<file path="config.mk">
export PLATFORM = sky130hd
export DESIGN_NAME = clock_set_ctrl_flat
export DESIGN_NICKNAME = d
export VERILOG_FILES = /design/src/rtl/clock_pkg.sv /design/src/rtl/clock_set_ctrl_if.sv /design/src/rtl/mod_updown.sv /design/src/rtl/clock_set_ctrl.sv /design/src/flat_wrapper.sv
export SDC_FILE = /design/constraint.sdc
export NUM_CORES = 1
export LEC_CHECK = 0
export CAP_MARGIN = 20
export CORE_MARGIN = 3
export CORE_UTILIZATION = 40
export DETAILED_ROUTE_END_ITERATION = 6
export PLACE_DENSITY = 0.74
export SYNTH_ARGS = -nofsm -noshare
export SYNTH_HDL_FRONTEND = slang
export SYNTH_SLANG_ARGS = --single-unit
</file>
<file path="constraint.sdc">
create_clock -name clk -period 3.1 [get_ports clk]
set_input_delay 0.62 -clock clk [delete_from_list [all_inputs] [get_ports clk]]
set_output_delay 0.62 -clock clk [all_outputs]
set_load 0.005 [all_outputs]
</file>
<file path="src/rtl/clock_pkg.sv">
// Shared constants for the clock time-setting path: FSM state encoding,
// edited-field codes and per-field maximum values.
package clock_pkg;

  localparam logic [2:0] ST_RUN      = 3'd0;
  localparam logic [2:0] ST_SET_HOUR = 3'd1;
  localparam logic [2:0] ST_SET_MIN  = 3'd2;
  localparam logic [2:0] ST_SET_SEC  = 3'd3;
  localparam logic [2:0] ST_COMMIT   = 3'd4;

  localparam logic [1:0] FIELD_NONE = 2'd0;
  localparam logic [1:0] FIELD_HOUR = 2'd1;
  localparam logic [1:0] FIELD_MIN  = 2'd2;
  localparam logic [1:0] FIELD_SEC  = 2'd3;

  localparam int SEC_MAX  = 59;
  localparam int MIN_MAX  = 59;
  localparam int HOUR_MAX = 23;

  function automatic logic is_set_state(input logic [2:0] st);
    return (st == ST_SET_HOUR) || (st == ST_SET_MIN) || (st == ST_SET_SEC);
  endfunction

  function automatic logic [1:0] field_of(input logic [2:0] st);
    case (st)
      ST_SET_HOUR: return FIELD_HOUR;
      ST_SET_MIN:  return FIELD_MIN;
      ST_SET_SEC:  return FIELD_SEC;
      default:     return FIELD_NONE;
    endcase
  endfunction

endpackage

</file>
<file path="src/rtl/clock_set_ctrl_if.sv">
// Button, live-time and load/status signals between the time-setting
// controller and its surroundings (buttons, counter chain, display).
interface clock_set_ctrl_if #(
  parameter int P_SEC_BIT  = 6,
  parameter int P_MIN_BIT  = 6,
  parameter int P_HOUR_BIT = 5
);
  logic                  i_tick;
  logic                  i_mode;
  logic                  i_inc;
  logic                  i_dec;
  logic                  i_cancel;
  logic [P_SEC_BIT-1:0]  i_sec;
  logic [P_MIN_BIT-1:0]  i_min;
  logic [P_HOUR_BIT-1:0] i_hour;
  logic                  o_run_en;
  logic                  o_load;
  logic [P_SEC_BIT-1:0]  o_load_sec;
  logic [P_MIN_BIT-1:0]  o_load_min;
  logic [P_HOUR_BIT-1:0] o_load_hour;
  logic [1:0]            o_field;
  logic                  o_blink;

  modport master (
    output i_tick, i_mode, i_inc, i_dec, i_cancel, i_sec, i_min, i_hour,
    input  o_run_en, o_load, o_load_sec, o_load_min, o_load_hour, o_field, o_blink
  );

  modport slave (
    input  i_tick, i_mode, i_inc, i_dec, i_cancel, i_sec, i_min, i_hour,
    output o_run_en, o_load, o_load_sec, o_load_min, o_load_hour, o_field, o_blink
  );
endinterface

</file>
<file path="src/rtl/mod_updown.sv">
// One shadow time field: loadable (out-of-range loads clamp to 0) and
// stepped up/down with wrap-around between 0 and P_MAX.
module mod_updown #(
  parameter int P_WIDTH = 6,
  parameter int P_MAX   = 59
) (
  input  logic               clk,
  input  logic               reset,
  input  logic               ld,
  input  logic [P_WIDTH-1:0] ld_val,
  input  logic               inc,
  input  logic               dec,
  output logic [P_WIDTH-1:0] val_o
);

  localparam logic [P_WIDTH-1:0] MAX_V = P_WIDTH'(P_MAX);

  logic [P_WIDTH-1:0] val_q, val_d;

  // NOTE: every path assigns val_d through the default first, so no latch is inferred.
  always_comb begin
    val_d = val_q;
    if (ld) begin
      val_d = (ld_val > MAX_V) ? '0 : ld_val;
    end else if (inc && !dec) begin
      val_d = (val_q == MAX_V) ? '0 : val_q + 1'b1;
    end else if (dec && !inc) begin
      val_d = (val_q == '0) ? MAX_V : val_q - 1'b1;
    end
  end

  // NOTE: sequential state uses non-blocking assignments only.
  always_ff @(posedge clk) begin
    if (reset) val_q <= '0;
    else       val_q <= val_d;
  end

  assign val_o = val_q;

endmodule

</file>
<file path="src/rtl/clock_set_ctrl.sv">
// Time-setting controller: walks hour/min/sec editing, gates the counter
// chain while editing and commits the shadow time with a one-cycle load.
module clock_set_ctrl
  import clock_pkg::*;
#(
  parameter int P_SEC_BIT  = 6,
  parameter int P_MIN_BIT  = 6,
  parameter int P_HOUR_BIT = 5,
  parameter int P_TIMEOUT  = 30,
  parameter int P_TO_BIT   = 5
) (
  input logic              clk,
  input logic              reset,
  clock_set_ctrl_if.slave  bus
);

  localparam logic [P_TO_BIT-1:0] TO_LAST = P_TO_BIT'(P_TIMEOUT - 1);

  logic [2:0]          state_q, state_d;
  logic [P_TO_BIT-1:0] to_q, to_d;
  logic                blink_q, blink_d;
  logic                load_q, load_d;
  logic                run_en_q, run_en_d;
  logic [1:0]          field_q, field_d;

  logic in_set, capture, step_ok, activity;

  assign in_set   = is_set_state(state_q);
  assign capture  = (state_q == ST_RUN) && bus.i_mode;
  // Field steps are suppressed when cancel or mode win the same cycle.
  assign step_ok  = in_set && !bus.i_cancel && !bus.i_mode;
  assign activity = bus.i_mode || bus.i_inc || bus.i_dec;

  always_comb begin
    state_d = state_q;
    to_d    = to_q;
    case (state_q)
      ST_RUN: begin
        to_d = '0;
        if (bus.i_mode) state_d = ST_SET_HOUR;
      end
      ST_SET_HOUR, ST_SET_MIN, ST_SET_SEC: begin
        if (activity)        to_d = '0;
        else if (bus.i_tick) to_d = to_q + 1'b1;

        if (bus.i_cancel) begin
          state_d = ST_RUN;
        end else if (bus.i_mode) begin
          case (state_q)
            ST_SET_HOUR: state_d = ST_SET_MIN;
            ST_SET_MIN:  state_d = ST_SET_SEC;
            default:     state_d = ST_COMMIT;
          endcase
        end else if (!activity && bus.i_tick && (to_q == TO_LAST)) begin
          state_d = ST_RUN;
        end
      end
      default: begin
        to_d    = '0;
        state_d = ST_RUN;
      end
    endcase
    if (state_d == ST_RUN) to_d = '0;
  end

  // Outputs are registered from the next state so they line up with it.
  always_comb begin
    run_en_d = (state_d == ST_RUN);
    load_d   = (state_d == ST_COMMIT);
    field_d  = field_of(state_d);
    blink_d  = 1'b0;
    if (is_set_state(state_d) && in_set) blink_d = blink_q ^ bus.i_tick;
  end

  always_ff @(posedge clk) begin
    if (reset) begin
      state_q  <= ST_RUN;
      to_q     <= '0;
      blink_q  <= 1'b0;
      load_q   <= 1'b0;
      run_en_q <= 1'b1;
      field_q  <= FIELD_NONE;
    end else begin
      state_q  <= state_d;
      to_q     <= to_d;
      blink_q  <= blink_d;
      load_q   <= load_d;
      run_en_q <= run_en_d;
      field_q  <= field_d;
    end
  end

  mod_updown #(.P_WIDTH(P_HOUR_BIT), .P_MAX(HOUR_MAX)) u_hour (
    .clk    (clk),
    .reset  (reset),
    .ld     (capture),
    .ld_val (bus.i_hour),
    .inc    (step_ok && (state_q == ST_SET_HOUR) && bus.i_inc),
    .dec    (step_ok && (state_q == ST_SET_HOUR) && bus.i_dec),
    .val_o  (bus.o_load_hour)
  );

  mod_updown #(.P_WIDTH(P_MIN_BIT), .P_MAX(MIN_MAX)) u_min (
    .clk    (clk),
    .reset  (reset),
    .ld     (capture),
    .ld_val (bus.i_min),
    .inc    (step_ok && (state_q == ST_SET_MIN) && bus.i_inc),
    .dec    (step_ok && (state_q == ST_SET_MIN) && bus.i_dec),
    .val_o  (bus.o_load_min)
  );

  mod_updown #(.P_WIDTH(P_SEC_BIT), .P_MAX(SEC_MAX)) u_sec (
    .clk    (clk),
    .reset  (reset),
    .ld     (capture),
    .ld_val (bus.i_sec),
    .inc    (step_ok && (state_q == ST_SET_SEC) && bus.i_inc),
    .dec    (step_ok && (state_q == ST_SET_SEC) && bus.i_dec),
    .val_o  (bus.o_load_sec)
  );

  assign bus.o_run_en = run_en_q;
  assign bus.o_load   = load_q;
  assign bus.o_field  = field_q;
  assign bus.o_blink  = blink_q;

endmodule

</file>
<file path="src/flat_wrapper.sv">
// flat-port wrapper written by rule: the top's interface ports become plain ports
module clock_set_ctrl_flat import clock_pkg::*;
#(
  parameter int P_SEC_BIT  = 6,
  parameter int P_MIN_BIT  = 6,
  parameter int P_HOUR_BIT = 5,
  parameter int P_TIMEOUT  = 30,
  parameter int P_TO_BIT   = 5
)
  (clk, reset, bus_i_tick, bus_i_mode, bus_i_inc, bus_i_dec, bus_i_cancel, bus_i_sec, bus_i_min, bus_i_hour, bus_o_run_en, bus_o_load, bus_o_load_sec, bus_o_load_min, bus_o_load_hour, bus_o_field, bus_o_blink);
  clock_set_ctrl_if #(.P_SEC_BIT(P_SEC_BIT), .P_MIN_BIT(P_MIN_BIT), .P_HOUR_BIT(P_HOUR_BIT)) bus_i ();
  input logic clk;
  input logic reset;
  input wire logic [$bits(bus_i.i_tick)-1:0] bus_i_tick;
  input wire logic [$bits(bus_i.i_mode)-1:0] bus_i_mode;
  input wire logic [$bits(bus_i.i_inc)-1:0] bus_i_inc;
  input wire logic [$bits(bus_i.i_dec)-1:0] bus_i_dec;
  input wire logic [$bits(bus_i.i_cancel)-1:0] bus_i_cancel;
  input wire logic [$bits(bus_i.i_sec)-1:0] bus_i_sec;
  input wire logic [$bits(bus_i.i_min)-1:0] bus_i_min;
  input wire logic [$bits(bus_i.i_hour)-1:0] bus_i_hour;
  output wire logic [$bits(bus_i.o_run_en)-1:0] bus_o_run_en;
  output wire logic [$bits(bus_i.o_load)-1:0] bus_o_load;
  output wire logic [$bits(bus_i.o_load_sec)-1:0] bus_o_load_sec;
  output wire logic [$bits(bus_i.o_load_min)-1:0] bus_o_load_min;
  output wire logic [$bits(bus_i.o_load_hour)-1:0] bus_o_load_hour;
  output wire logic [$bits(bus_i.o_field)-1:0] bus_o_field;
  output wire logic [$bits(bus_i.o_blink)-1:0] bus_o_blink;
  assign bus_i.i_tick = bus_i_tick;
  assign bus_i.i_mode = bus_i_mode;
  assign bus_i.i_inc = bus_i_inc;
  assign bus_i.i_dec = bus_i_dec;
  assign bus_i.i_cancel = bus_i_cancel;
  assign bus_i.i_sec = bus_i_sec;
  assign bus_i.i_min = bus_i_min;
  assign bus_i.i_hour = bus_i_hour;
  assign bus_o_run_en = bus_i.o_run_en;
  assign bus_o_load = bus_i.o_load;
  assign bus_o_load_sec = bus_i.o_load_sec;
  assign bus_o_load_min = bus_i.o_load_min;
  assign bus_o_load_hour = bus_i.o_load_hour;
  assign bus_o_field = bus_i.o_field;
  assign bus_o_blink = bus_i.o_blink;
  clock_set_ctrl #(.P_SEC_BIT(P_SEC_BIT), .P_MIN_BIT(P_MIN_BIT), .P_HOUR_BIT(P_HOUR_BIT), .P_TIMEOUT(P_TIMEOUT), .P_TO_BIT(P_TO_BIT)) u_core (.clk(clk), .reset(reset), .bus(bus_i));
endmodule
</file>
**Yosys cells after proc, flatten, opt, wreduce, memory -nomap -nowiden**

Index checks and enable logic that the tools add are counted.

- Flip-flop bits (word level): 30
- Latch bits: 0
- Bits in writable memories: 0
- ROM bits: 0
- Input bits: 24
- Output and inout bits: 22
- Logic and storage cells: 105
- Memories kept: 0

- $add $sub $neg: 7
- Multipliers: 0
- Divide/modulo/power cells: 0
- Order comparisons: 3
- Equal/unequal tests: 11
- Shift-type cells: 0
- Muxes and demuxes: 25
- Bitwise logic cells: 3
- Reduce and logical (&&, ||, !) cells: 47

Operator list:

| kind | number |
|---|---|
| $mux 6 | 12 |
| $mux 5 | 6 |
| $logic_and 1x1->1 | 21 |
| $add 6x1->6 const B | 2 |
| $eq 3x2->1 const B | 4 |
| $eq 6x6->1 const B | 2 |
| $gt 6x6->1 const B | 2 |
| $logic_not 6->1 | 2 |
| $mux 3 | 4 |
| $pmux 3 s2 | 2 |
| $sub 6x1->6 const B | 2 |
| $add 5x1->5 const B | 2 |
| $eq 5x5->1 const B | 2 |
| $logic_not 1->1 | 9 |
| $reduce_bool 3->1 | 3 |
| $eq 3x1->1 const B | 2 |
| $logic_not 3->1 | 2 |
| $logic_or 1x1->1 | 6 |
| $pmux 2 s3 | 1 |
| $gt 5x5->1 const B | 1 |
| $logic_not 5->1 | 1 |
| $sub 5x1->5 const B | 1 |
| $reduce_or 4->1 | 1 |
| $eq 3x3->1 const B | 1 |
| 4 further kinds | 5 |

**Longest topological paths before layout**

- Word-level depth: 15
- Mapped depth: 12
- Depth with buffers taken out: 10

**Cells and area by module**

From an unflattened synthesis, not the netlist that was laid out.

- Cell total of the unflattened synthesis: 299
- Area total of the unflattened synthesis: 2381.0 sq um

Modules (own cells, without submodules):

| module | times used | cells an instance | area an instance (sq um) | seq. area each (sq um) |
|---|---|---|---|---|
| mod_updown (u_core.u_min ...) | 2 | 83 | 631.9 | 120.1 |
| clock_set_ctrl | 1 | 77 | 671.9 | 260.2 |
| mod_updown (u_core.u_hour) | 1 | 56 | 445.4 | 100.1 |

**Worst setup path before layout**

OpenSTA, ideal clock, no wires.

- Path type: input-to-reg
- Start: input port bus_i_cancel
- End: register u_core.u_hour.val_q[3], in the netlist u_core.u_hour.val_o[3]
- Library setup time: 95 ps
- Arrival: 2357 ps
- Required time: 3005 ps
- Slack: 648 ps
- Stages on the path: 11
- Path through: clkbuf_1 -> nor3_2 -> nand2_1 -> nor2_1 -> and2_1 -> ha_1 -> clkbuf_1 -> nand2_1 -> nor4_1 -> a2111oi_1 -> a221oi_1

- Cells in the longest elaborated chain, start to end: 9
- Elaborated cells between the ends (all ways): 13

Ends and longest elaborated chain:

| what | line | RTL |
|---|---|---|
| start: declaration | flat_wrapper.sv:18 | `input wire logic [$bits(bus_i.i_cancel)-1:0] bus_i_cancel;` |
| $logic_not 1->1 (*) | clock_set_ctrl.sv:31 | `assign step_ok = in_set && !bus.i_cancel && !bus.i_mode;` |
| $logic_and 1x1->1 (*) (2 in a row) | clock_set_ctrl.sv:31 |  |
| $logic_and 1x1->1 (*) | clock_set_ctrl.sv:98, clock_set_ctrl.sv:99 |  |
| $logic_and 1x1->1 | clock_set_ctrl.sv:99 | `.dec (step_ok && (state_q == ST_SET_HOUR) && bus.i_dec),` |
| $logic_not 1->1 | mod_updown.sv:25 | `end else if (inc && !dec) begin` |
| $logic_and 1x1->1 | mod_updown.sv:25 |  |
| $mux 5 | mod_updown.sv:25 |  |
| $mux 5 | mod_updown.sv:23 | `if (ld) begin` |
| end signal: assignment | mod_updown.sv:35 | `else val_q <= val_d;` |
| end: declaration | mod_updown.sv:18 | `logic [P_WIDTH-1:0] val_q, val_d;` |

Every way passes the cells marked *; elsewhere a longest branch is shown, timed or not.
A chain may end at the register's enable or synchronous reset.

**Worst setup path after layout**

- Start: input port bus_i_mode
- End: register u_core.u_sec.val_q[5], in the netlist u_core.u_sec.val_o[5]

- Cells in the longest elaborated chain, start to end: 8
- Elaborated cells between the ends (all ways): 13

Ends and longest elaborated chain:

| what | line | RTL |
|---|---|---|
| start: declaration | flat_wrapper.sv:15 | `input wire logic [$bits(bus_i.i_mode)-1:0] bus_i_mode;` |
| $logic_not 1->1 | clock_set_ctrl.sv:31 |  |
| $logic_and 1x1->1 | clock_set_ctrl.sv:31 |  |
| $logic_and 1x1->1 | clock_set_ctrl.sv:118, clock_set_ctrl.sv:119 |  |
| $logic_and 1x1->1 | clock_set_ctrl.sv:119 | `.dec (step_ok && (state_q == ST_SET_SEC) && bus.i_dec),` |
| $logic_not 1->1 | mod_updown.sv:25 |  |
| $logic_and 1x1->1 | mod_updown.sv:25 |  |
| $mux 6 | mod_updown.sv:25 |  |
| $mux 6 | mod_updown.sv:23 |  |
| end signal: assignment | mod_updown.sv:35 |  |
| end: declaration | mod_updown.sv:18 |  |

Several ways; a longest one is shown, not always the timed one.

==> impl_metrics.csv <==
group,metric,value,unit
status,outcome,"completed",
floorplanning,core_area,5270,µm²
place,placed_area,2750,µm²
global_route,use_met3,3.10,%
worst_setup_path,crit_type,"in2reg",
global_route,antenna_found_initial,0,
detailed_routing,first_iter_violations,126,
final_layout,drive_gt1_share,6.21,%
power_and_ir_drop,peakVddDrop,226,µV
detailed_routing,via_count,2318,
clock_tree,cts_sinks,30,
worst_setup_path,critical_path.cell_chain,"clkdlybuf4s50_1 > nor3_2 > nand2_1 > nor2_1 > ha_1 > nor4_2 > o21a_1 > a21oi_1 > a2111oi_0 > a211o_1",
worst_setup_path,ff2ff_setup_slack,0.79,ns
power_and_ir_drop,cellPowerDensity,364,nW/µm²
floorplanning,initial_core_util,42.7,%
detailed_routing,ant_nets,0,
worst_setup_path,worst_r2r_endpoint,"u_core.u_sec.val_o[5]",
timing,relSlewSlack,59.9,%
timing,layout_min_cycle_time,2.72,ns
floorplanning,ios,46,
hold_path,hp-start,"u_core.to_q[4]",
yosys,mappedNetlistArea,2250,µm²
place,dp_cells,400,
final_layout,fillers,515,
detailed_routing,drt_wl_total,5610,µm
detailed_routing,drc_errors,0,
power_and_ir_drop,p_leak,1.03,nW
global_route,busiest_layer,"met2",
yosys,yosysWarningCount,0,
yosys,synthArstFlopShare,0,%
final_layout,syn_to_final_growth,26.5,%
clock_tree,cts_tree,"built",
worst_setup_path,startpoint_type,"primary input",
place,post-place-ws,0.130,ns
place,dp_hpwl,4220,µm
detailed_routing,via_per_inst,5.68,
place,gp_congestion,0.884,
clock_tree,numCtsBuffers,5,
floorplanning,die_x,81.0,µm
hold_path,hold_path_depth,2,
yosys,synth_edf_count,0,
final_layout,stdcell_count,408,
worst_setup_path,cp.arrival,2.94,ns
worst_setup_path,reg2reg_depth,9,
worst_setup_path,timing.rr.start,"u_core.state_q[2]",
global_route,globalRouteMet2Util,29.7,%
job,maxCapViolations,0,
hold_path,holdPathEnd,"u_core.to_q[4]",
timing,clock_skew,0.00314,ns
yosys,synth_cell_types,54,
worst_setup_path,critPathMaxFanout,6,
global_route,grt_pass1_vias,2123,
place,portBuffers,45,
detailed_routing,dr.pass1.iters,4,
global_route,grt_overflow,0,
floorplanning,dieHeight,81.0,µm
final_layout,fin_nets,374,
clock_tree,clock_path_buffers,2,
hold_path,hold_class,"reg2reg",
yosys,syn_nets,336,
worst_setup_path,critPathCaptureType,"register",
timing,fin_crit_sh,87.7,%
clock_tree,clk_pin_slew,0.06,ns
clock_tree,cts_setup_buffers,0,
timing,setup_violations,0,
detailed_routing,wl_per_cell,13.7,µm
timing,setup_slack,0.381,ns
clock_tree,cts_hold_buf,0,
yosys,syn_inst,299,
global_route,grt_usage,17.7,%
global_route,grt_max_degree,17,
yosys,syn-mean-instance-area,7.52,µm²
global_route,grt_pass1_wl,9400,µm
timing,holdWs,0.509,ns
yosys,ys_dominant_reg_cell,"dfxtp_1",
final_layout,diodes,0,
yosys,ys_ff_latch,30,
yosys,yosysSeqAreaShare,26.7,%
final_layout,layout.cells.most_common_list,"clkdlybuf4s50_1, nand2_1, dfxtp_1, nor2_1, a21oi_1",
global_route,use_met1,23.3,%
timing,setup-tns-final,0,ns
final_layout,final_area,2850,µm²
floorplanning,design.die.area,6560,µm²
timing,tightest_slew,0.602,ns
clock_tree,ctsHtreeMaxLevel,2,
timing,slew_viol_final,0,
clock_tree,worstSkewPairLatency,0.27,ns
timing,finalHoldViolations,0,
floorplanning,num_rows,26,
clock_tree,cts_resized,0,
final_layout,layout_commonest_cell,"clkdlybuf4s50_1",
worst_setup_path,required,3.32,ns
timing,fmax,368,MHz
worst_setup_path,crit_path_max_incr_delay,0.45,ns
clock_tree,cts_root_buffer,"clkbuf_8",
worst_setup_path,slowest_stage,"a2111oi_0",
timing,rsz0062_at_grt,"false",
==> cell families after synthesis <==
logic type	Yosys count	share of synthesized area, %
AOI/OAI and AO/OA	73	22.1
muxes	2	0.890
adders and majority gates	14	7.68
xor gates and xnor gates	9	3.51
and+or+nand+nor	136	32.8
DFF	30	26.7
buffers and inverters	35	6.29
==> layout make-up <==
class,instances,area (µm²),share of cell area (%)
Sequential cell,30,601,21.1
Clock buffer,7,86.3,3.03
Inverter,13,48.8,1.72
Timing Repair Buffer,53,510,17.9
Clock inverter,1,5.00,0.176
Tap cell,70,87.6,3.08
Multi-Input combinational cell,234,1510,52.9
==> where the power goes <==
part           switching (mW)  total (mW)  internal, mW
combinational           0.118       0.259         0.140
clock                   0.145       0.324         0.179
sequential             0.0455       0.453         0.407
total                   0.309        1.04         0.727
==> cell usage after synthesis, types with 2 or more instances <==
cell type	instances	area, µm²
a2111oi_0	4	35.0
a2111oi_1	2	20.0
a211oi_1	4	30.0
a21o_1	2	15.0
a21oi_1	20	100
a221oi_1	2	17.5
a311o_1	2	20.0
a311oi_1	2	17.5
a31oi_1	2	12.5
a32oi_1	2	17.5
and2_1	2	12.5
and3_1	5	31.3
buf_2	8	40.0
clkbuf_1	14	52.6
dfxtp_1	30	601
ha_1	13	163
inv_1	13	48.8
mux2i_1	2	20.0
nand2_1	30	113
nand2b_1	4	25.0
nand3_1	14	70.1
nand4_1	5	31.3
nand4b_1	4	35.0
nor2_1	26	97.6
nor2b_1	7	43.8
nor3_1	9	45.0
nor3_2	2	20.0
nor3b_1	5	37.5
nor4_1	14	87.6
o2111ai_1	2	17.5
o211ai_1	3	22.5
o21a_1	2	15.0
o21ai_0	13	65.1
o21bai_1	3	22.5
xnor2_1	3	26.3
xor2_1	6	52.6
==> metal layers <==
metal | routed length, µm | part of all wire [%]
met1 | 2590 | 46
met2 | 2660 | 47
met3 | 321 | 5.7
met4 | 38 | 0.68
met5 | 0 | 0
==> worst max-delay path by stage <==
stage                       startpoint                     end  cells after the start
after CTS                   bus_i_mode   u_core.u_sec.val_o[5]                     10
after global placement      bus_i_mode   u_core.u_sec.val_o[5]                     10
after global routing        bus_i_mode   u_core.u_min.val_o[5]                      8
final                       bus_i_mode   u_core.u_sec.val_o[5]                     10
after floorplan           bus_i_cancel  u_core.u_hour.val_o[3]                     11
after detailed placement    bus_i_mode   u_core.u_sec.val_o[5]                     10
==> critical path: cells and delay by family <==
kind	cells	cell delay [ns]
simple gates	4	0.77
compound gates	4	0.83
fa+ha+maj	1	0.27
buf+inv	1	0.44
==> sequential cells by signal (all words and copies together) (netlist names) <==
register             flops
u_core.to_q              5
u_core.u_hour.val_o      5
u_core.bus.o_field       2
u_core.bus.o_blink       1
u_core.state_q           3
u_core.u_min.val_o       6
u_core.bus.o_run_en      1
u_core.u_sec.val_o       6
u_core.bus.o_load        1
==> metrics by stage <==
stage               utilization [%]  power, mW
floorplan                         -      0.607
global placement               52.3      0.714
detailed placement             52.3      0.717
CTS                            54.0       1.05
global route                   54.0       1.10
finish                         54.0       1.04
Power figures use the tool's default switching activity.
